## src/rtl/softmax_write_ctrl.sv

```systemverilog
// softmax_write_ctrl: streams a softmax result frame as valid/ready beats; define SOFTMAX_WR_ARGMAX_EN to add the argmax tracker
module softmax_write_ctrl #(
  parameter int DATA_WIDTH = 24,
  parameter int OUTPUT_SIZE = 10,
  parameter int LANES = 1,
  localparam int SEL_WIDTH = $clog2(OUTPUT_SIZE + LANES + 1),
  localparam int BEATS = (OUTPUT_SIZE + LANES - 1) / LANES
) (
  input  logic                          clk,
  input  logic                          rst_n,
  input  logic                          start,
  output logic                          busy,
  output logic                          start_err,
  output logic [SEL_WIDTH-1:0]          sel_data,
  input  logic [LANES*DATA_WIDTH-1:0]   bank_data,
  output logic                          out_valid,
  input  logic                          out_ready,
  output logic [LANES*DATA_WIDTH-1:0]   out_data,
  output logic [LANES-1:0]              out_keep,
  output logic                          out_last,
`ifdef SOFTMAX_WR_ARGMAX_EN
  output logic [SEL_WIDTH-1:0]          argmax_idx,
  output logic                          argmax_valid,
`endif
  output logic                          done
);
  typedef enum logic [1:0] {IDLE, FETCH, SEND, DONE} state_t;
  localparam logic [SEL_WIDTH-1:0] LAST_SEL = SEL_WIDTH'((BEATS - 1) * LANES);
  state_t state, state_nxt;
  logic xfer, load, accept, last_nxt;
  logic [SEL_WIDTH-1:0] sel_nxt;
  logic [LANES-1:0] keep_nxt;
  logic [LANES*DATA_WIDTH-1:0] data_nxt;
  assign xfer = out_valid & out_ready;
  assign accept = (state == IDLE) & start;
  assign load = (state == FETCH) | ((state == SEND) & xfer & ~out_last);
  assign sel_nxt = sel_data + SEL_WIDTH'(LANES);
  assign last_nxt = sel_data >= LAST_SEL;
  assign busy = state != IDLE;
  assign done = state == DONE;
  // Next beat as seen through the bank: lanes past the frame end are masked to zero
  always_comb begin
    keep_nxt = '0;
    data_nxt = '0;
    for (int i = 0; i < LANES; i++) begin
      keep_nxt[i] = (sel_data + SEL_WIDTH'(i)) < SEL_WIDTH'(OUTPUT_SIZE);
      data_nxt[i*DATA_WIDTH +: DATA_WIDTH] = keep_nxt[i] ? bank_data[i*DATA_WIDTH +: DATA_WIDTH] : '0;
    end
  end
  // Frame sequencing: fetch primes the output register, send streams until the last beat leaves
  always_comb begin
    state_nxt = state == IDLE  ? (start ? FETCH : IDLE) :
                state == FETCH ? SEND :
                state == SEND  ? ((xfer & out_last) ? DONE : SEND) : IDLE;
  end
  // State register
  always_ff @(posedge clk or negedge rst_n) begin
    if (!rst_n) state <= IDLE;
    else state <= state_nxt;
  end
  // Beat register and fetch address; holds steady while the sink stalls
  always_ff @(posedge clk or negedge rst_n) begin
    if (!rst_n) begin
      sel_data <= '0;
      out_data <= '0;
      out_keep <= '0;
      out_last <= 1'b0;
      out_valid <= 1'b0;
      start_err <= 1'b0;
    end else begin
      start_err <= start & (state != IDLE);
      if (accept) sel_data <= '0;
      if (load) begin
        out_data <= data_nxt;
        out_keep <= keep_nxt;
        out_last <= last_nxt;
        sel_data <= sel_nxt;
        out_valid <= 1'b1;
      end else if (xfer) out_valid <= 1'b0;
    end
  end
`ifdef SOFTMAX_WR_ARGMAX_EN
  logic [DATA_WIDTH-1:0] max_val, cand_val;
  logic [SEL_WIDTH-1:0] max_idx, cand_idx, base;
  // Fold the beat on the output into the running maximum; strict compare keeps the lowest index on ties
  always_comb begin
    cand_val = max_val;
    cand_idx = max_idx;
    base = sel_data - SEL_WIDTH'(LANES);
    for (int i = 0; i < LANES; i++)
      if (out_keep[i] && out_data[i*DATA_WIDTH +: DATA_WIDTH] > cand_val) begin
        cand_val = out_data[i*DATA_WIDTH +: DATA_WIDTH];
        cand_idx = base + SEL_WIDTH'(i);
      end
  end
  // Tracker state and result publication as the final beat transfers
  always_ff @(posedge clk or negedge rst_n) begin
    if (!rst_n) begin
      max_val <= '0;
      max_idx <= '0;
      argmax_idx <= '0;
      argmax_valid <= 1'b0;
    end else begin
      argmax_valid <= xfer & out_last;
      if (accept) begin
        max_val <= '0;
        max_idx <= '0;
      end else if (xfer) begin
        max_val <= cand_val;
        max_idx <= cand_idx;
      end
      if (xfer & out_last) argmax_idx <= cand_idx;
    end
  end
`endif
endmodule

```

## config.mk

```make
export PLATFORM = sky130hd
export DESIGN_NAME = softmax_write_ctrl
export DESIGN_NICKNAME = d
export VERILOG_FILES = /design/src/rtl/softmax_write_ctrl.sv
export SDC_FILE = /design/constraint.sdc
export NUM_CORES = 1
export LEC_CHECK = 0
export BUFFER_PORTS_ARGS = -buffer_cell sky130_fd_sc_hd__buf_2
export CORE_ASPECT_RATIO = 0.9
export CORE_MARGIN = 5
export CORE_UTILIZATION = 25
export DETAILED_ROUTE_END_ITERATION = 12
export PLACE_DENSITY_LB_ADDON = 0.12
export SETUP_SLACK_MARGIN = 0.2
export SLEW_MARGIN = 20
export SYNTH_ARGS = -nofsm -noshare
export SYNTH_HDL_FRONTEND = slang
export SYNTH_SLANG_ARGS = --single-unit
export TNS_END_PERCENT = 10
```

## constraint.sdc

```tcl
create_clock -name clk -period 3.03 [get_ports clk]
set_input_delay 0.606 -clock clk [delete_from_list [all_inputs] [get_ports clk]]
set_output_delay 0.606 -clock clk [all_outputs]
set_load 0.02 [all_outputs]
```

# == Yosys cells after proc, flatten, opt, wreduce, memory -nomap -nowiden ==
# Index checks and enable logic that the tools add are counted.
# totals
inputBits,28
reg_bits,34
# classes
n_eq_ne,3
add_sub_neg,1
n_mux,10
n_lt_le_gt_ge,2
bitwise_logic,8
reduce_logical,4
# ops
cell,count
two-way mux 24 bit,1
two-way mux 4 bit,2
bitwise AND 1 bit,6
two-way mux 2 bit,3
nonzero test 2 bit,3
"adder 4 x 1 -> 4 bit, second input constant",1
"== test 2 bit, second input constant",2
">= comparator 4 bit, second input constant",1
"less-than comparator 4 bit, second input constant",1
two-way mux 1 bit,4
"== test 2 x 1 -> 1 bit, second input constant",1
zero test 2 bit,1
inverter 1 bit,1
OR 1 bit,1

# == Longest topological paths before layout ==
# depth
depth_word,6
depth_mapped,7

# == Worst setup path after synthesis ==
# No wires, ideal clock.
# synth_path
kind,input to register
start,in out_ready
end,reg out_keep
setup_ns,0.125
cell_stages,4
arrival_time_ns,1.407
path_slack_ns,1.498
t_required_ns,2.905
path_cell_list,and4b_4 > or2_1 > buf_6 > mux2_4
# synth_between
elab_chain_len,4
# synth_lines
element,line,text
"start, declared",17,"input logic out_ready,"
bitwise AND 1 bit,34,assign xfer = out_valid & out_ready;
bitwise AND 1 bit (2 in series),36,assign load = (state == FETCH) | ((state == SEND) & xfer & ~out_last);
OR 1 bit,36,
"end signal, assigned",75,out_keep <= keep_nxt;
"end, declared",19,"output logic [LANES-1:0] out_keep,"
# No other way between the ends.
# A chain may end at the register's enable or synchronous reset.

# == Final worst setup path ==
# layout_path
start,reg state[0]
end,reg out_data[7]
# layout_between
elab_chain_len,4
word_cells_on_any_way,5
# layout_lines
element,line,text
"start, declared",29,"state_t state, state_nxt;"
"start signal, assigned",59,else state <= state_nxt;
== test 2 bit,36,
bitwise AND 1 bit (2 in series),36,
OR 1 bit (*),36,
"end signal, assigned",74,out_data <= data_nxt;
"end, declared",18,"output logic [LANES*DATA_WIDTH-1:0] out_data,"
# Mark *: on every way between the ends. The rest lies on a longest branch, timed or not.

==> flow_summary.json <==
{
  "drv_slew": 0,
  "synthToLayoutAreaGrowth_pct": 29.81,
  "cp.arrival_ns": 2.21,
  "synth_area_um2": 1624,
  "worstPathMaxFanout": 20,
  "drtIter0Drc": 39,
  "final_common_cell": "buf_2",
  "multi_input_area_um2": 584.3,
  "clock_path_buffers": 2,
  "drc": 0,
  "row_count": 27,
  "worst_path_max_delay_cell": "or2_1",
  "hold_class": "input pin to asynchronous set/reset pin",
  "synth_area_leader_cell": "dfrtp_1",
  "ys_seq_area_share_pct": 52.39,
  "ios": 62,
  "p_leak_nw": 1.063,
  "worst_pin_slew_ns": 0.8211,
  "syn-instance-count": 159,
  "min_period_ns": 2.052,
  "ant_nets": 0,
  "max_stage_delay_ns": 0.64,
  "hpwl_mm": 2.898,
  "clkTransAtPathRegs_ns": 0.07,
  "critical_path_class": "flop to flop",
  "cts_buffers": 5,
  "routedWlPerCell_um": 13.93,
  "h-tree-depth": 2,
  "vias_per_cell": 4.362,
  "fin_nets": 255,
  "globalRouteOverflowTotal": 0,
  "grt_pass1_vias": 1373,
  "cap_viol_max_count": 0,
  "cts_tree": "done",
  "yosysTopAreaCellShare_pct": 52.39,
  "r2r-end": "out_data[7]$_DFFE_PN0P_",
  "critical_path_buf_inv_count": 2,
  "synthTopCellsByArea": "dfrtp_1 52%, o211ai_1 12%, inv_1 7.2%",
  "core_area_um2": 6216,
  "antennaDiodeCount": 0,
  "layout-drive-gt1-share_pct": 34.55,
  "dieWidth_um": 94.96,
  "seq_area_um2": 850.8,
  "die_h_um": 86.47,
  "start_util_pct": 26.13,
  "crit_start": "state[0]$_DFF_PN0_",
  "tns_ns": 0,
  "rrSetupSlack_ns": 0.98,
  "grt.total_usage_pct": 10.64,
  "finalHoldViolations": 0,
  "clockRootBuffer": "clkbuf_8",
  "critPathLaunchType": "flop",
  "fillCellCount": 695,
  "die_area_um2": 8211,
  "postRouteWirelength_mm": 4.276,
  "setup_viol": 0,
  "post-route-util_pct": 33.92,
  "crit-reg2reg-launch": "state[0]$_DFF_PN0_",
  "worstSetupEndpointType": "flop",
  "synth_fp_nets": 194,
  "cts_setup_buffers": 0,
  "synth_seq_cells": 34,
  "crit_chain": "inv_1 > ha_1 > and4b_4 > or2_1 > buf_4 > o21ai_0",
  "cp_top_family": "simple AND/OR/NAND/NOR gates",
  "grt_start_max_net_pins": 35,
  "reg2regPathDepth": 6,
  "fin_skew_ns": 0.004325,
  "antenna_found_initial": 0,
  "grt_pass1_wl_mm": 6.865,
  "final_cell_mix": "61 x buf_2, 34 x dfrtp_1, 31 x inv_1, 26 x o211ai_1, 20 x o21ai_1",
  "clk_latency_ns": 0.28,
  "gp_congestion": 0.6874,
  "post_cts_resized": 0,
  "cts.sinks": 34,
  "post-route-period-util_pct": 67.74,
  "max_freq_ghz": 0.4872,
  "vias": 1339,
  "avgSynthCellArea_um2": 10.21,
  "max_slew_margin_pct": 45.26,
  "required_ns": 3.19,
  "grt_setup_unrepaired": "false",
  "irDropWorstVdd_mv": 0.3365,
  "ys_types": 25,
  "numPortBuffers": 61,
  "firstDrtPassIters": 4,
  "ys_warn_count": 0,
  "outcome": "complete, no violations",
  "power_density_nw_per_um2": 1022,
  "hold_buffers": 0
}
## metal layers
| metal | GRT usage [%] | wire length (um) | up-vias |
|---|---|---|---|
| met5 | 0 | 0 | - |
| met4 | 2.752 | 21 | 0 |
| met3 | 3.819 | 312 | 2 |
| met2 | 17.48 | 1894 | 37 |
| met1 | 13.26 | 2049 | 636 |
| li1 | - | - | 664 |
## sequential cells by signal, indices dropped and copies added, names as in the netlist
name,cells
start_err,1
state,2
sel_data,4
out_keep,1
out_valid,1
out_data,24
out_last,1
## synth_stat cells (all sizes together)
library cell	number
dfrtp	34
inv	31
o21ai	29
o211ai	26
ha	7
buf	6
clkbuf	5
nand2	4
nor2b	3
and4b	2
nand3	2
o31ai	2
a2111oi	1
a21o	1
mux2	1
mux2i	1
nand2b	1
nor2	1
o22ai	1
or2	1
## cells by family after synthesis
family / Yosys count / synth area share [%]
AND/OR/NAND/NOR: 14 / 5.162
adder cells (fa/ha/maj): 7 / 5.393
buffers and inverters: 42 / 11.63
flip-flops: 34 / 52.39
AO/OA/AOI/OAI: 60 / 23.88
multiplexers: 2 / 1.541
## worst max path at each step
stage,slack [ns],to,depth (start not counted)
after global routing,0.86,out_data[7]$_DFFE_PN0P_,6
after detailed placement,0.92,out_data[7]$_DFFE_PN0P_,5
after global placement,0.95,out_data[6]$_DFFE_PN0P_,5
after CTS,0.98,out_data[7]$_DFFE_PN0P_,6
final,0.98,out_data[7]$_DFFE_PN0P_,6
after floorplan,1.50,out_keep$_DFFE_PN0P_,4
## where the power goes
part	switching (mW)	internal, mW	total [mW]
clock	0.159	0.263	0.423
combinational	0.609	0.335	0.944
sequential	0.134	0.655	0.788
total	0.902	1.25	2.15
## cell type report
| type | instances | share of cell area (%) |
|---|---|---|
| multi-input cells | 83 | 27.72 |
| clock inverters | 1 | 1.424 |
| clock buffers | 6 | 3.917 |
| well taps | 87 | 5.163 |
| inverters | 31 | 5.519 |
| repair buffers | 65 | 15.91 |
| flip-flops and latches | 34 | 40.36 |
## per-stage QoR
| step | hold WS, ns | instance area [um2] | total power [mW] | instances | setup slack, ns |
|---|---|---|---|---|---|
| after floorplan | 0.3104 | 1624 | 1.439 | 159 | 1.498 |
| after global placement | 0.5128 | 1996 | 1.763 | 300 | 0.9461 |
| after CTS | 0.4371 | 2108 | 2.198 | 307 | 0.9767 |
| after detailed placement | 0.5107 | 1996 | 1.761 | 300 | 0.9239 |
| final | 0.4028 | 2108 | 2.155 | 307 | 0.9775 |
| after global routing | 0.4881 | 2108 | 2.308 | 307 | 0.8567 |
Note: power is estimated with default switching activity, not from simulation.
